==> src/rtl/mem_stage_mq.sv <==
// In-order multi-entry memory stage: buffers up to DEPTH EX results, matches data
// responses to outstanding loads in order, and aligns/extends load data before WB.
module mem_stage_mq #(
  parameter int DATA_W    = 32,
  parameter int DEPTH     = 4,
  parameter int PAYLOAD_W = 96,
  parameter int EXC_W     = 14
) (
  input  logic                          clk,
  input  logic                          resetn,
  input  logic                          es_to_ms_valid,
  output logic                          ms_allowin,
  input  logic                          es_req,
  input  logic [2:0]                    es_ld_type,
  input  logic [$clog2(DATA_W/8)-1:0]   es_addr_lo,
  input  logic                          es_gr_we,
  input  logic [4:0]                    es_dest,
  input  logic [DATA_W-1:0]             es_alu_result,
  input  logic [EXC_W-1:0]              es_exc,
  input  logic                          es_ertn,
  input  logic [PAYLOAD_W-1:0]          es_payload,
  input  logic                          flush,
  output logic                          ms_exception,
  input  logic                          ws_allowin,
  output logic                          ms_to_ws_valid,
  output logic                          ms_to_ws_gr_we,
  output logic [4:0]                    ms_to_ws_dest,
  output logic [DATA_W-1:0]             ms_to_ws_result,
  output logic [EXC_W-1:0]              ms_to_ws_exc,
  output logic                          ms_to_ws_ertn,
  output logic [PAYLOAD_W-1:0]          ms_to_ws_payload,
  output logic [5*DEPTH-1:0]            ms_fwd_dest,
  output logic [DATA_W*DEPTH-1:0]       ms_fwd_result,
  output logic [DEPTH-1:0]              ms_fwd_ready,
  input  logic                          data_ok,
  input  logic [DATA_W-1:0]             rdata
);

  localparam int AW = $clog2(DATA_W/8);
  localparam int PW = $clog2(DEPTH);
  localparam int CW = $clog2(DEPTH+1);

  typedef struct packed {
    logic [2:0]           ld_type;
    logic [AW-1:0]        addr_lo;
    logic                 gr_we;
    logic [4:0]           dest;
    logic [DATA_W-1:0]    alu_result;
    logic [EXC_W-1:0]     exc;
    logic                 ertn;
    logic [PAYLOAD_W-1:0] payload;
    logic [DATA_W-1:0]    rdata;
  } entry_t;

  logic [DEPTH-1:0] valid_q, valid_d, req_q, req_d, got_q, got_d;
  entry_t           ent_q [DEPTH];
  entry_t           ent_d [DEPTH];
  logic [PW-1:0]    head_q, head_d, tail_q, tail_d;
  logic [CW-1:0]    count_q, count_d, drop_cnt_q, drop_cnt_d;

  logic             tgt_found, exc_any, resp_ok, head_byp, head_ready, push, pop;
  logic [PW-1:0]    tgt_idx, idx, fidx;
  logic [CW-1:0]    pend_cnt, drop_sum;
  logic [CW:0]      occ;
  logic [DATA_W-1:0] head_data;

  function automatic logic [DATA_W-1:0] load_ext(input logic [2:0] ld_type,
                                                 input logic [AW-1:0] addr_lo,
                                                 input logic [DATA_W-1:0] data);
    logic [DATA_W-1:0] sh_b, sh_h, sh_w;
    sh_b = data >> {addr_lo, 3'b000};
    sh_h = data >> {addr_lo[AW-1:1], 4'b0000};
    sh_w = data >> {addr_lo[AW-1], 5'b00000};
    case (ld_type)
      3'd1:    load_ext = DATA_W'($signed(sh_b[7:0]));
      3'd2:    load_ext = DATA_W'($signed(sh_h[15:0]));
      3'd3:    load_ext = DATA_W'(sh_b[7:0]);
      3'd4:    load_ext = DATA_W'(sh_h[15:0]);
      3'd5:    load_ext = (DATA_W == 64) ? DATA_W'($signed(sh_w[31:0])) : data;
      3'd6:    load_ext = (DATA_W == 64) ? DATA_W'(sh_w[31:0]) : data;
      default: load_ext = data;
    endcase
  endfunction

  function automatic logic [DATA_W-1:0] final_result(input logic req, input entry_t e,
                                                     input logic [DATA_W-1:0] data);
    final_result = req ? load_ext(e.ld_type, e.addr_lo, data) : e.alu_result;
  endfunction

  // Oldest pending request (response target), pending count and exception scan
  always_comb begin
    tgt_found = 1'b0;
    tgt_idx   = head_q;
    pend_cnt  = '0;
    exc_any   = 1'b0;
    idx       = head_q;
    for (int k = 0; k < DEPTH; k++) begin
      idx = head_q + PW'(k);
      if (valid_q[idx] && req_q[idx] && !got_q[idx]) begin
        if (!tgt_found) begin
          tgt_found = 1'b1;
          tgt_idx   = idx;
        end
        pend_cnt = pend_cnt + CW'(1);
      end
      if (valid_q[idx] && (ent_q[idx].exc != '0 || ent_q[idx].ertn)) exc_any = 1'b1;
    end
  end

  assign resp_ok    = data_ok && (drop_cnt_q == '0);
  assign head_byp   = resp_ok && tgt_found && (tgt_idx == head_q);
  assign head_ready = valid_q[head_q] && (!req_q[head_q] || got_q[head_q] || head_byp);
  assign head_data  = got_q[head_q] ? ent_q[head_q].rdata : rdata;
  assign occ        = (CW+1)'(count_q) + (CW+1)'(drop_cnt_q);

  assign ms_allowin       = (occ < (CW+1)'(DEPTH)) || flush;
  assign ms_exception     = exc_any;
  assign ms_to_ws_valid   = head_ready && !flush;
  assign ms_to_ws_gr_we   = ent_q[head_q].gr_we;
  assign ms_to_ws_dest    = ent_q[head_q].dest;
  assign ms_to_ws_result  = final_result(req_q[head_q], ent_q[head_q], head_data);
  assign ms_to_ws_exc     = ent_q[head_q].exc;
  assign ms_to_ws_ertn    = ent_q[head_q].ertn;
  assign ms_to_ws_payload = ent_q[head_q].payload;

  assign push = es_to_ms_valid && ms_allowin && !flush;
  assign pop  = ms_to_ws_valid && ws_allowin;
  assign drop_sum = drop_cnt_q + pend_cnt;

  always_comb begin
    ms_fwd_dest   = '0;
    ms_fwd_result = '0;
    ms_fwd_ready  = '0;
    fidx          = head_q;
    for (int i = 0; i < DEPTH; i++) begin
      fidx = head_q + PW'(i);
      ms_fwd_ready[i] = valid_q[fidx] && (!req_q[fidx] || got_q[fidx]);
      ms_fwd_dest[i*5 +: 5] = (valid_q[fidx] && ent_q[fidx].gr_we) ? ent_q[fidx].dest : 5'd0;
      ms_fwd_result[i*DATA_W +: DATA_W] = final_result(req_q[fidx], ent_q[fidx], ent_q[fidx].rdata);
    end
  end

  always_comb begin
    valid_d    = valid_q;
    req_d      = req_q;
    got_d      = got_q;
    ent_d      = ent_q;
    head_d     = head_q;
    tail_d     = tail_q;
    count_d    = count_q;
    drop_cnt_d = drop_cnt_q;
    if (flush) begin
      // A response arriving with the flush always pays off one owed response
      valid_d    = '0;
      head_d     = tail_q;
      count_d    = '0;
      drop_cnt_d = (data_ok && drop_sum != '0) ? drop_sum - CW'(1) : drop_sum;
    end else begin
      if (data_ok && drop_cnt_q != '0) begin
        drop_cnt_d = drop_cnt_q - CW'(1);
      end else if (resp_ok && tgt_found) begin
        got_d[tgt_idx]       = 1'b1;
        ent_d[tgt_idx].rdata = rdata;
      end
      if (pop) begin
        valid_d[head_q] = 1'b0;
        head_d          = head_q + PW'(1);
      end
      if (push) begin
        valid_d[tail_q]            = 1'b1;
        req_d[tail_q]              = es_req;
        got_d[tail_q]              = 1'b0;
        ent_d[tail_q].ld_type      = es_ld_type;
        ent_d[tail_q].addr_lo      = es_addr_lo;
        ent_d[tail_q].gr_we        = es_gr_we;
        ent_d[tail_q].dest         = es_dest;
        ent_d[tail_q].alu_result   = es_alu_result;
        ent_d[tail_q].exc          = es_exc;
        ent_d[tail_q].ertn         = es_ertn;
        ent_d[tail_q].payload      = es_payload;
        tail_d                     = tail_q + PW'(1);
      end
      count_d = count_q + CW'(push) - CW'(pop);
    end
  end

  always_ff @(posedge clk or negedge resetn) begin
    if (!resetn) begin
      valid_q    <= '0;
      req_q      <= '0;
      got_q      <= '0;
      head_q     <= '0;
      tail_q     <= '0;
      count_q    <= '0;
      drop_cnt_q <= '0;
    end else begin
      valid_q    <= valid_d;
      req_q      <= req_d;
      got_q      <= got_d;
      head_q     <= head_d;
      tail_q     <= tail_d;
      count_q    <= count_d;
      drop_cnt_q <= drop_cnt_d;
    end
  end

  // Entry payload is qualified by valid_q, so it carries no reset
  always_ff @(posedge clk) begin
    ent_q <= ent_d;
  end

endmodule

==> config.mk <==
export PLATFORM = sky130hd
export DESIGN_NAME = mem_stage_mq
export DESIGN_NICKNAME = d
export VERILOG_FILES = /design/src/rtl/mem_stage_mq.sv
export SDC_FILE = /design/constraint.sdc
export NUM_CORES = 2
export LEC_CHECK = 0
export ABC_CLOCK_PERIOD_IN_PS = 9230
export BUFFER_PORTS_ARGS = -buffer_cell sky130_fd_sc_hd__buf_2
export CAP_MARGIN = 20
export CORE_MARGIN = 3
export CORE_UTILIZATION = 55
export DETAILED_ROUTE_END_ITERATION = 12
export PLACE_DENSITY_LB_ADDON = 0.2
export SLEW_MARGIN = 20
export SYNTH_ARGS = -nofsm -noshare
export SYNTH_HDL_FRONTEND = slang
export SYNTH_SLANG_ARGS = --single-unit
==> constraint.sdc <==
create_clock -name clk -period 9.23 [get_ports clk]
set_input_delay 0.4615 -clock clk [delete_from_list [all_inputs] [get_ports clk]]
set_output_delay 0.4615 -clock clk [all_outputs]
set_load 0.01 [all_outputs]
==> summary.txt <==
Synth
  – Asr flop ratio synth: 2.87%
  – EDFF count, synth: 744
  – Mapped Cells: 3152
  – Synth Net Count: 3366
  – Synthesis-stage register bit count: 766
  – Yosys warns: 0
  – Netlist cell types: 85
  – Synthesized cell area: 43900 um^2
  – Top_reg_cell synth: edfxtp_1
  – Avg Cell Area, Syn: 13.9 um^2
  – Seq/Total Area, Yosys: 52.2%

Place
  – Setup WS pre-CTS: 2.67 ns
  – RePlAce Congestion: 1.02
  – DP Wirelength: 96.3 mm
  – # port buffers: 496

Clock network
  – # clock sinks: 766
  – CTS Buffer Depth: 3
  – Setup bufs post-CTS: 0
  – Clk slew on worst S/H paths: 0.06 ns
  – Post-CTS Hold Buffers: 1
  – Worst-Skew Late Latency: 0.64 ns
  – CTS Root Buffer Type: clkbuf_16
  – TritonCTS clock tree: built
  – CTS-repair resized insts: 0
  – H-tree depth: 3
  – Number of buffers created by CTS: 82

Setup path
  – Crit path kind: register to output port
  – CP Launch Type: register
  – CP Cell Sequence: inv_1, ha_4, buf_4, buf_4, mux4_2, mux4_2, and3_1, o21ai_2, o311ai_0, buf_2
  – CP bufs+invs: 4
  – Crit path DAT: 6.92 ns
  – Critical-path top delay cell: buf_4
  – Critical-path maximum fanout: 89
  – CP startpoint: head_q[0]
  – Required time worst endpoint: 8.77 ns
  – Worst Setup End Kind: output port
  – Critical path's top delay family: buffers and inverters
  – R2r worst-path depth: 18
  – Reg-to-reg critical path startpoint: head_q[0]
  – FF-to-FF End: drop_cnt_q[1]
  – R2R setup slack: 3.13 ns
  – Worst path max stage delay: 1.01 ns

Floorplanning
  – Core Rows: 102
  – Initial core utilization: 56.1%
  – Die area: 83200 um^2
  – Core area: 78200 um^2
  – Chip width: 288 um
  – Die height: 288 um
  – Num ports: 497

STA
  – Final worst setup slack: 1.85 ns
  – Period utilisation layout: 80.0%
  – Tmin final: 7.38 ns
  – # setup viols final: 0
  – Hold Fails Final Rpt: 0
  – Slew @ Worst Pin: 1.22 ns
  – Max Transition Viols Final: 0
  – Achievable frequency: 135 MHz
  – Relative slew margins: 18.7%
  – RSZ-0062 raised after global routing: false
  – Skew final: 0.0219 ns
  – Setup tns final: 0 ns

Detailed routing
  – Drt via density: 6.92
  – Initial DRC Count: 4038
  – Via count: 31775
  – Routed len/inst: 31.2 um
  – Antenna-violating nets left: 0
  – Remaining DRCs: 0
  – Routed WL: 143 mm
  – Initial DRT Pass Iterations: 6

Power and ir drop
  – Pwr dens: 372 nW/um^2
  – Leak: 19.4 nW
  – Peak VDD IR: 0.000327 V
  – Flop pwr share: 23.4%
  – Internal: 0.00982 W
  – Sw Share: 46.6%
  – Logic pwr share: 58.7%
  – Clock power share: 17.8%
  – P_sw: 0.00858 W

Min path
  – Worst min path class: input pin to register
  – Worst Hold Depth: 1
  – Hold Crit Endpoint: ent_q[4]
  – Worst hold path startpoint: rdata[4]

Outcome
  – Outcome: completed

Layout
  – Multi-input logic area: 19400 um^2
  – Nets@finish: 3681
  – Register area: 22900 um^2
  – # fillers: 5830
  – Layout cell share with drive strength beyond 1: 33.5%
  – Area grow syn2layout: 12.7%

GRT
  – Gr ovfl total: 0
  – Initial antenna violation count: 40
  – GRT Total Usage: 34.0%
  – Number of global-route vias before repair: 30619
  – First-pass GRT wire length: 208 mm
  – Largest net degree at the start of global routing: 322

Job
  – # Max-Cap Violations: 0
## how the worst max path moves through the flow
stage	slack, ns	to	cells after the start
6_report	1.85	ms_fwd_result[62]	10
2_1_floorplan	1.68	ent_q[0]	20
3_5_place_dp	2.67	ms_fwd_result[62]	10
5_1_grt	1.65	ms_fwd_result[62]	10
3_3_place_gp	2.82	ms_fwd_result[62]	10
4_1_cts	1.98	ms_fwd_result[62]	10
## synthesized netlist by cell type (12+ instances only)
cell       count  share of area, %
o21ai_0       45              0.51
a21oi_1      119               1.4
o2bb2ai_1     12              0.24
and3_1       629               9.0
inv_1         51              0.44
buf_4         27              0.46
nor2_1       140               1.2
buf_6         17              0.44
a22oi_1       38              0.65
xnor2_1       15              0.30
a221oi_1      18              0.36
mux2_2        85               2.2
a31oi_1       37              0.53
clkbuf_1     198               1.7
nor4_1        18              0.26
mux2i_1       66               1.5
o211ai_1      22              0.38
nand3_1       32              0.37
dfrtp_1       22               1.3
buf_2         59              0.67
nor3_1        12              0.14
edfxtp_1     744                51
a21oi_2       13              0.26
o221ai_1      12              0.24
nor2b_1       23              0.33
nand2_1      151               1.3
ha_1          19              0.54
mux4_2       381                20
## routing by layer
layer	global-route usage, %	vias up	part of all wire, %
met5	0	-	0.13
met4	11.7	28	3.6
met3	12.3	331	13
met2	51.0	1998	46
met1	46.4	16063	37
li1	-	13355	-
## metrics by stage
| step | instances | power (W) | utilization [%] | area, um^2 | hold slack, ns |
|---|---|---|---|---|---|
| 2_1_floorplan | 3152 | 0.0110 | - | 43900 | 0.166 |
| 3_3_place_gp | 4420 | 0.0148 | 59.7 | 46700 | 0.480 |
| 3_5_place_dp | 4420 | 0.0149 | 59.7 | 46700 | 0.479 |
| 4_1_cts | 4569 | 0.0181 | 63.1 | 49300 | 0.0305 |
| 5_1_grt | 4583 | 0.0191 | 63.2 | 49400 | 0.0602 |
| 6_report | 4592 | 0.0184 | 63.2 | 49500 | 0.0633 |
## cells by family after synthesis
kind of cell               count (synthesis)  synth area share, %
AOI/OAI and AO/OA                        393                 6.20
xor gates and xnor gates                  20                0.416
adders and majority gates                 21                0.633
buffers and inverters                    359                 3.76
DFF                                      766                 52.2
muxes                                    535                 23.4
and+or+nand+nor                         1058                 13.4
## state kept, by name, indices dropped and copies added, names as in the netlist
signal and count:
valid_q 4, tail_q 2, req_q 4, head_q 2, drop_cnt_q 3, got_q 4, count_q 3, ent_q 744
## power groups by stage
| stage | sequential, W | clock (W) | combinational (W) |
|---|---|---|---|
| after detailed placement | 0.00438 | 0 | 0.0105 |
| final | 0.00431 | 0.00328 | 0.0108 |
| after global placement | 0.00435 | 0 | 0.0105 |
| after global routing | 0.00434 | 0.00346 | 0.0113 |
| after floorplan | 0.00429 | 0 | 0.00668 |
| after CTS | 0.00431 | 0.00331 | 0.0105 |
## layout by cell type, fill, tap and decap left out, drive strengths merged, types with 19 or more instances in the layout
cell type	n
edfxtp	744
and3	629
buf	537
mux4	381
nand2	151
nor2	140
a21oi	133
clkbuf	96
mux2	86
mux2i	68
inv	54
o21ai	48
a22oi	38
a31oi	37
clkinv	37
nand3	32
a221oi	24
nor2b	23
o211ai	22
dfrtp	22
diode	21
ha	19
## worst reg2reg max path, cell delays in order, from the launching register on
cell      delay, ns
dfrtp_4        0.81
inv_1          0.32
ha_4           0.58
mux4_2         1.01
and3b_1        0.42
inv_1          0.11
ha_1           0.34
o21ai_0        0.19
ha_1           0.32
mux2i_1        0.08
fa_1           0.39
xor2_1         0.16
and3_1         0.19
nor2_1         0.12
xnor2_1        0.16
ha_1           0.16
nand2b_1       0.18
mux2_2         0.36
a21oi_1        0.14
## cell type report
cell class,count,share of cell area [%]
Timing Repair Buffer,538,5.88
Multi-Input combinational cell,2027,39.3
Tap cell,1040,2.63
Sequential cell,766,46.3
Antenna cell,21,0.106
Clock buffer,96,4.26
Clock inverter,52,1.11
Inverter,52,0.425
(Power assumes the default switching activity.)
